File: src/rtl/mult_pkg.sv
// mult_pkg: shared constants for the long-latency ALU units (multiplier and divider).
//   MULT_WIDTH : operand width; products are 2*MULT_WIDTH bits
//   CNT_W      : width of the iteration counter
//   state_t    : IDLE=0, RUN=1, DONE=2 handshake FSM encoding
package mult_pkg;

    localparam int MULT_WIDTH = 32;
    localparam int CNT_W      = 6;

    typedef enum logic [1:0] {
        IDLE = 2'd0,
        RUN  = 2'd1,
        DONE = 2'd2
    } state_t;

endpackage

File: src/rtl/mult_sign_fix.sv
// mult_sign_fix: sign handling wrapped around the unsigned shift-add core.
// Takes absolute values of the operands on entry. Conditionally negates the
// 2*WIDTH-bit product on exit.
//   i_a, i_b   : raw two's-complement operands
//   o_abs_a/b  : magnitudes. The most negative value maps to 2^(WIDTH-1) as unsigned.
//   o_neg      : result sign (a[msb] ^ b[msb]), to be latched with the operands
//   i_prod     : unsigned product from the core
//   i_neg      : latched result sign
//   o_prod     : signed product
import mult_pkg::*;

module mult_sign_fix #(
    parameter int WIDTH = MULT_WIDTH
) (
    input  logic [WIDTH-1:0]   i_a,
    input  logic [WIDTH-1:0]   i_b,
    output logic [WIDTH-1:0]   o_abs_a,
    output logic [WIDTH-1:0]   o_abs_b,
    output logic               o_neg,
    input  logic [2*WIDTH-1:0] i_prod,
    input  logic               i_neg,
    output logic [2*WIDTH-1:0] o_prod
);

    assign o_abs_a = i_a[WIDTH-1] ? (~i_a + 1'b1) : i_a;
    assign o_abs_b = i_b[WIDTH-1] ? (~i_b + 1'b1) : i_b;
    assign o_neg   = i_a[WIDTH-1] ^ i_b[WIDTH-1];
    assign o_prod  = i_neg ? (~i_prod + 1'b1) : i_prod;

endmodule

File: src/rtl/sequential_multiplier.sv
// sequential_multiplier: radix-2 shift-add multiplier. It returns the full
// 2*WIDTH product as hi/lo. It shares its start/busy/done handshake with the
// sequential divider.
//   clock  : single clock, posedge
//   reset  : synchronous, active-high
//   start  : request, honoured only while idle. a/b are captured on that edge.
//   a, b   : multiplicand / multiplier
//   hi, lo : upper / lower half of the last completed product
//   busy   : high while iterating
//   done   : one-cycle pulse in the cycle hi/lo take a new result
// Optional build macro SEQ_MULT_SIGNED_EN: treat a/b as two's complement.
// Operand magnitudes are multiplied and the result is negated on the write
// edge. Latency is the same as the unsigned build.
import mult_pkg::*;

module sequential_multiplier #(
    parameter int WIDTH = MULT_WIDTH
) (
    input  logic             clock,
    input  logic             reset,
    input  logic             start,
    input  logic [WIDTH-1:0] a,
    input  logic [WIDTH-1:0] b,
    output logic [WIDTH-1:0] hi,
    output logic [WIDTH-1:0] lo,
    output logic             busy,
    output logic             done
);

    state_t             r_state;
    state_t             w_next;
    logic [2*WIDTH-1:0] r_acc;
    logic [WIDTH-1:0]   r_mcand;
    logic [WIDTH-1:0]   r_mplier;
    logic [CNT_W-1:0]   r_count;
    logic [WIDTH-1:0]   r_hi;
    logic [WIDTH-1:0]   r_lo;
    logic               r_done;

    logic               w_accept;
    logic               w_last;
    logic [WIDTH:0]     w_sum;
    logic [2*WIDTH-1:0] w_step;
    logic [WIDTH-1:0]   w_op_a;
    logic [WIDTH-1:0]   w_op_b;
    logic [2*WIDTH-1:0] w_result;

    assign w_accept = (r_state == IDLE) && start;
    assign w_last   = (r_state == RUN) && (r_count == CNT_W'(WIDTH - 1));

    // The accumulator shifts right each step, so the multiplicand is always
    // added into the top half. That is equivalent to acc += a << count, but
    // it needs only a WIDTH+1 adder. The carry re-enters as the new MSB.
    assign w_sum  = {1'b0, r_acc[2*WIDTH-1:WIDTH]} + (r_mplier[0] ? {1'b0, r_mcand} : '0);
    assign w_step = {w_sum, r_acc[WIDTH-1:1]};

`ifdef SEQ_MULT_SIGNED_EN
    logic r_neg;
    logic w_neg;

    mult_sign_fix #(.WIDTH(WIDTH)) u_sign_fix (
        .i_a     (a),
        .i_b     (b),
        .o_abs_a (w_op_a),
        .o_abs_b (w_op_b),
        .o_neg   (w_neg),
        .i_prod  (w_step),
        .i_neg   (r_neg),
        .o_prod  (w_result)
    );

    always_ff @(posedge clock) begin
        if (reset)         r_neg <= 1'b0;
        else if (w_accept) r_neg <= w_neg;
    end
`else
    assign w_op_a   = a;
    assign w_op_b   = b;
    assign w_result = w_step;
`endif

    // FSM state register
    always_ff @(posedge clock) begin
        if (reset) r_state <= IDLE;
        else       r_state <= w_next;
    end

    // FSM next state
    always_comb begin
        w_next = r_state;
        case (r_state)
            IDLE:    if (start) w_next = RUN;
            RUN:     if (w_last) w_next = DONE;
            DONE:    w_next = IDLE;
            default: w_next = IDLE;
        endcase
    end

    // Datapath. hi/lo are written only on the last iteration, so they never
    // expose partial sums.
    always_ff @(posedge clock) begin
        if (reset) begin
            r_acc    <= '0;
            r_mcand  <= '0;
            r_mplier <= '0;
            r_count  <= '0;
            r_hi     <= '0;
            r_lo     <= '0;
            r_done   <= 1'b0;
        end else begin
            r_done <= 1'b0;
            if (w_accept) begin
                r_mcand  <= w_op_a;
                r_mplier <= w_op_b;
                r_acc    <= '0;
                r_count  <= '0;
            end else if (r_state == RUN) begin
                r_acc    <= w_step;
                r_mplier <= r_mplier >> 1;
                r_count  <= r_count + CNT_W'(1);
                if (w_last) begin
                    r_hi   <= w_result[2*WIDTH-1:WIDTH];
                    r_lo   <= w_result[WIDTH-1:0];
                    r_done <= 1'b1;
                end
            end
        end
    end

    assign hi   = r_hi;
    assign lo   = r_lo;
    assign busy = (r_state == RUN);
    assign done = r_done;

endmodule
File: config.mk
export PLATFORM = sky130hd
export DESIGN_NAME = sequential_multiplier
export DESIGN_NICKNAME = d
export VERILOG_FILES = /design/src/rtl/mult_pkg.sv /design/src/rtl/mult_sign_fix.sv /design/src/rtl/sequential_multiplier.sv
export SDC_FILE = /design/constraint.sdc
export NUM_CORES = 1
export LEC_CHECK = 0
export ABC_AREA = 1
export CAP_MARGIN = 20
export CORE_MARGIN = 3
export CORE_UTILIZATION = 58
export CTS_BUF_LIST = sky130_fd_sc_hd__clkbuf_4 sky130_fd_sc_hd__clkbuf_8
export DETAILED_ROUTE_END_ITERATION = 16
export PLACE_DENSITY_LB_ADDON = 0.25
export SETUP_SLACK_MARGIN = 0.15
export SLEW_MARGIN = 25
export SYNTH_ARGS = -nofsm -noshare
export SYNTH_HDL_FRONTEND = slang
export SYNTH_HIERARCHICAL = 1
export SYNTH_SLANG_ARGS = --single-unit
export TNS_END_PERCENT = 30
File: constraint.sdc
create_clock -name clock -period 5.4 [get_ports clock]
set_input_delay 1.08 -clock clock [delete_from_list [all_inputs] [get_ports clock]]
set_output_delay 1.08 -clock clock [all_outputs]
set_load 0.05 [all_outputs]
**Yosys cells after proc, flatten, opt, wreduce, memory -nomap -nowiden**

Cells that the tools add are included.

- Register bits: 201
- Bits of input ports: 67
- Output and inout bits: 66
- Word-level logic and storage cells: 31

- Add/subtract/negate cells: 2
- Equal/unequal tests: 4
- Muxes and demuxes: 7
- Bitwise operators: 2
- Reductions and logical operators: 8

Operators by type and width:

| cell | number |
|---|---|
| 32-bit two-way mux | 3 |
| 32-bit by 32-bit adder with 33-bit output | 1 |
| 6-bit by 1-bit adder with 6-bit output (second input constant) | 1 |
| 6-bit by 5-bit equality test with 1-bit output (second input constant) | 1 |
| 2-bit two-way mux | 2 |
| 2-bit one-hot mux with 2 select lines | 1 |
| 3-bit AND reduction | 1 |
| 3-bit OR reduction | 1 |
| 2-bit by 1-bit equality test with 1-bit output (second input constant) | 1 |
| 1-bit logical AND | 2 |
| 2-bit logical NOT | 1 |
| 2-bit by 1-bit inequality test with 1-bit output (second input constant) | 1 |
| 2-bit inequality test (second input constant) | 1 |
| 1-bit NOT | 2 |
| 2-bit AND reduction | 1 |
| 2-bit nonzero test | 1 |
| 2-bit OR reduction | 1 |
| 1-bit two-way mux | 1 |

**Depth between registers and ports, before layout**

- Word-level depth: 4
- Depth in mapped cells: 18
- Gate-level depth less buffers: 16

**Least setup slack after synthesis**

No wires, ideal clock.

- Kind: reg2reg
- From: reg r_mplier[0]
- To: reg r_acc[43]
- Setup time: 0.108 ns
- Arrival time: 2.209 ns
- Required time: 5.292 ns
- Setup slack: 3.083 ns
- Cell stages (with the launch flop): 15
- Path buffers: 2
- Clock period less this slack: 2.317 ns
- Cells stage by stage: dfxtp_1 > clkbuf_1 > clkbuf_1 > nand2_1 > inv_1 > ha_1 > fa_1 > nand3_1 > nand3_1 > nand3_1 > nand3b_1 > or2_2 > nand2_1 > a21o_1 > inv_1

- Cells in the longest elaborated chain, start to end: 2

Ends and longest elaborated chain:

| what | RTL line | RTL |
|---|---|---|
| from (decl) | sequential_multiplier.sv:34 | `logic [WIDTH-1:0] r_mplier;` |
| from (signal assigned) | sequential_multiplier.sv:114 | `r_mplier <= w_op_b;` |
| from (signal assigned) | sequential_multiplier.sv:119 | `r_mplier <= r_mplier >> 1;` |
| 32-bit two-way mux | sequential_multiplier.sv:54 | `assign w_sum = {1'b0, r_acc[2*WIDTH-1:WIDTH]} + (r_mplier[0] ? {1'b0, r_mcand} : '0);` |
| 32-bit by 32-bit adder with 33-bit output | sequential_multiplier.sv:54 |  |
| to (signal assigned) | sequential_multiplier.sv:118 | `r_acc <= w_step;` |
| to (decl) | sequential_multiplier.sv:32 | `logic [2*WIDTH-1:0] r_acc;` |

Every way passes these cells.
A chain may end at the register's enable or synchronous reset.

**Final worst setup path**

- From: reg r_state[0]
- To: out busy

- Cells in the longest elaborated chain, start to end: 1

Ends and longest elaborated chain:

| what | RTL line | RTL |
|---|---|---|
| from (decl) | sequential_multiplier.sv:30 | `state_t r_state;` |
| from (signal assigned) | sequential_multiplier.sv:85 | `else r_state <= w_next;` |
| 2-bit by 1-bit equality test with 1-bit output | sequential_multiplier.sv:132 | `assign busy = (r_state == RUN);` |
| to (decl) | sequential_multiplier.sv:26 | `output logic busy,` |

Every way passes these cells.

==> summary.txt <==
Status
  – Status: complete, no violations

Finish
  – N_diodes: 0
  – Area occupied by multi-input gates: 4910 sq um
  – Layout Nets: 1726
  – Area Overhead vs Synth: 17.3%
  – Share of cells above drive strength 1: 3.79%
  – Flip-flop and latch area: 4000 sq um
  – Fillers: 1500

Critical path
  – Critical path type: flop to output port
  – CP endpoint kind: output port
  – Worst EP required: 4320 ps
  – Depth of the most critical reg-to-reg path: 17
  – Arrival @ worst endpoint: 2790 ps
  – CP startpoint kind: flop
  – Critical path fanouts, max: 48
  – RR Endpoint: hi[23]
  – RR Startpoint: r_mplier[0]
  – R2R Setup Slk: 2430 ps

Hold path
  – Worst Hold Class: flop to flop
  – Worst hold stages: 2
  – Hold Path Sink: hi[7]
  – Min-delay src: hi[7]

Floorplanning
  – Initial Util: 59.8%
  – Core area: 16800 sq um
  – I/O pin total: 133
  – Die width: 137 microns
  – Full die area: 18900 sq um
  – Die H: 137 microns
  – Row count: 47

Global routing
  – Initial antenna violation count: 0
  – Vias in the first global route: 8672
  – GRT busiest layer: met2
  – Largest net degree at the start of global routing: 60
  – Total track usage: 26.6%
  – GRT met2 Usage: 45.0%
  – Global-route met1 utilization: 35.5%
  – First-pass GRT wire length: 40700 microns
  – Global route overflow: 0
  – GRT met3 Usage: 4.53%

Clocking
  – Root buffer cell: clkbuf_8
  – Num CTS Buffers: 17
  – CTS tree: yes
  – H-tree levels: 4
  – Post-CTS Hold Fix Bufs: 0
  – Setup bufs post-CTS: 0
  – Clock sinks: 200
  – Post_cts resized: 0
  – Worst skew pair latency: 480 ps
  – Clk pin slew, worst setup/hold paths: 100 ps
  – Clock tree buffer depth: 2

Synthesis
  – Post-synth top area share: 40.0%
  – Cell taking the most area after synthesis: dfxtp_1
  – Cell Area, Synth: 10000 sq um
  – Net Count, Synth: 1634
  – Synth top cells by count: 538 x nand2_1, 201 x inv_1, 200 x dfxtp_1, 172 x nor2_1, 93 x nand3_1
  – Top cells by area, synth: dfxtp_1 40%, nand2_1 20%, inv_1 7.5%
  – Cells after Synth: 1533
  – Count leader, synth: nand2_1
  – Synth warn: 6
  – Asr flop ratio synth: 0%
  – Mean Syn Cell Area: 6.54 sq um
  – Library cells used by synthesis: 37
  – Post-synth EDFFs: 0
  – Sequential cell area fraction in the yosys report: 40.0%
  – Ys flop type: dfxtp_1
  – Seq cells post-synth: 200

Detailed routing
  – WL/cell: 13.3 microns
  – Post-route ant nets: 0
  – Vias: 9486
  – DRT iter0 DRCs: 718
  – First drt pass iteration count: 5
  – Residual DRC: 0
  – Routed WL: 24800 microns
  – Vias/cell: 5.11

Power
  – Sw Share: 28.9%
  – Worst IR Drop VDD: 0.000155 V
  – Leak Pwr: 5.76 nW
  – Internal Pwr Total: 2.01 mW
  – P_sw: 814 uW
  – Clock share of power: 33.7%
  – Seq pwr share: 55.2%
  – Pwr/cell area: 240 nW/um^2
  – Comb pwr share: 11.1%

Placement
  – Global placer's final weighted congestion: 0.956
  – Setup slack at placement: 1690 ps
  – DP Wirelength: 17800 microns
  – IO buf count: 132

STA
  – Final hold vios: 0
  – Clock Skew: 13.5 ps
  – Endpoints failing setup: 0
  – Fmax: 0.259 GHz
  – Final Max Slew Viols: 0
  – Headroom to the max-slew limit: 44.9%
  – RSZ-0062 raised after global routing: no
  – Worst-Margin Slew: 825 ps
  – Worst setup margin: 1530 ps
  – Min Tclk post-route: 3870 ps
  – Period Utilization, post-route: 71.6%
  – Setup TNS: 0 ps

Flow run
  – MaxCap Viol Count: 0
[per-stage QoR]
step | hold WS, ps | total power, mW | std cells | area (sq um) | util [%]
3_5_place_dp | 455 | 1.90 | 1826 | 11400 | 67.7
6_report | 468 | 2.82 | 1858 | 11800 | 70.1
5_1_grt | 488 | 2.93 | 1858 | 11800 | 70.1
2_1_floorplan | 438 | 1.79 | 1533 | 10000 | -
3_3_place_gp | 450 | 1.89 | 1826 | 11400 | 67.7
4_1_cts | 473 | 2.84 | 1858 | 11800 | 70.1
[power groups by stage]
stage                     combinational [mW]  clock, mW  sequential (mW)
after floorplan                        0.215          0             1.58
after global placement                 0.306          0             1.59
after detailed placement               0.311          0             1.59
after CTS                              0.312      0.970             1.56
after global routing                   0.350       1.02             1.56
final                                  0.313      0.950             1.56
[layout by cell type, fill, tap and decap left out, drive strengths merged, types with 3 or more instances in the layout]
master         count
dfxtp            200
ha                33
o21bai             6
o211ai             3
nor3               9
clkdlybuf4s50    131
nand2            540
clkbuf            18
xor2              10
nand4              5
a21oi             68
buf               11
o21ai             52
nand3             95
a31oi             31
o21a              16
nor2             177
clkinv             7
inv              211
[logic make-up (layout without fill, tap and decap cells)]
kind of cell | count (synthesis) | count (layout) | share of synthesized area [%]
adders and majority gates | 34 | 34 | 4.32
AOI/OAI and AO/OA | 181 | 181 | 10.2
DFF | 200 | 200 | 40.0
and+or+nand+nor | 831 | 831 | 33.3
buffers and inverters | 275 | 380 | 11.1
xor gates and xnor gates | 12 | 12 | 1.05
[worst max-delay path by stage]
stage	start	end	slack, ps
2_1_floorplan	r_mplier[0]	r_acc[43]	3080
3_3_place_gp	start	r_acc[63]	1780
3_5_place_dp	start	r_acc[54]	1690
4_1_cts	r_state[0]	busy	1530
5_1_grt	r_state[0]	busy	1400
6_report	r_state[0]	busy	1530
[layout make-up]
cell class / instances / share of cell area (%)
clock buffers: 18 / 2.11
clock inverters: 14 / 1.33
inverters: 206 / 6.58
multi-input cells: 1058 / 41.8
flip-flops and latches: 200 / 34.1
well taps: 220 / 2.34
repair buffers: 142 / 11.8
[registers in the layout, summed over array words and instances (netlist names)]
signal    flops
r_state       2
done          1
r_acc        63
r_mplier     32
r_mcand      32
hi           32
r_count       6
lo           32
[critical path, cell delays in order, from the launching register on]
cell	delay [ps]
dfxtp_1	370
inv_1	80
nor2_4	420
buf_4	540
clkdlybuf4s50_1	900
[metal layers]
metal  up-vias  part of all wire [%]  wire length, microns
li1       4909                     -                     -
met1      4287                    47                 11600
met2       265                    47                 11700
met3        25                   4.9                  1200
met4         0                   1.1                   276
met5         -                     0                     0
(Power assumes the default switching activity.)
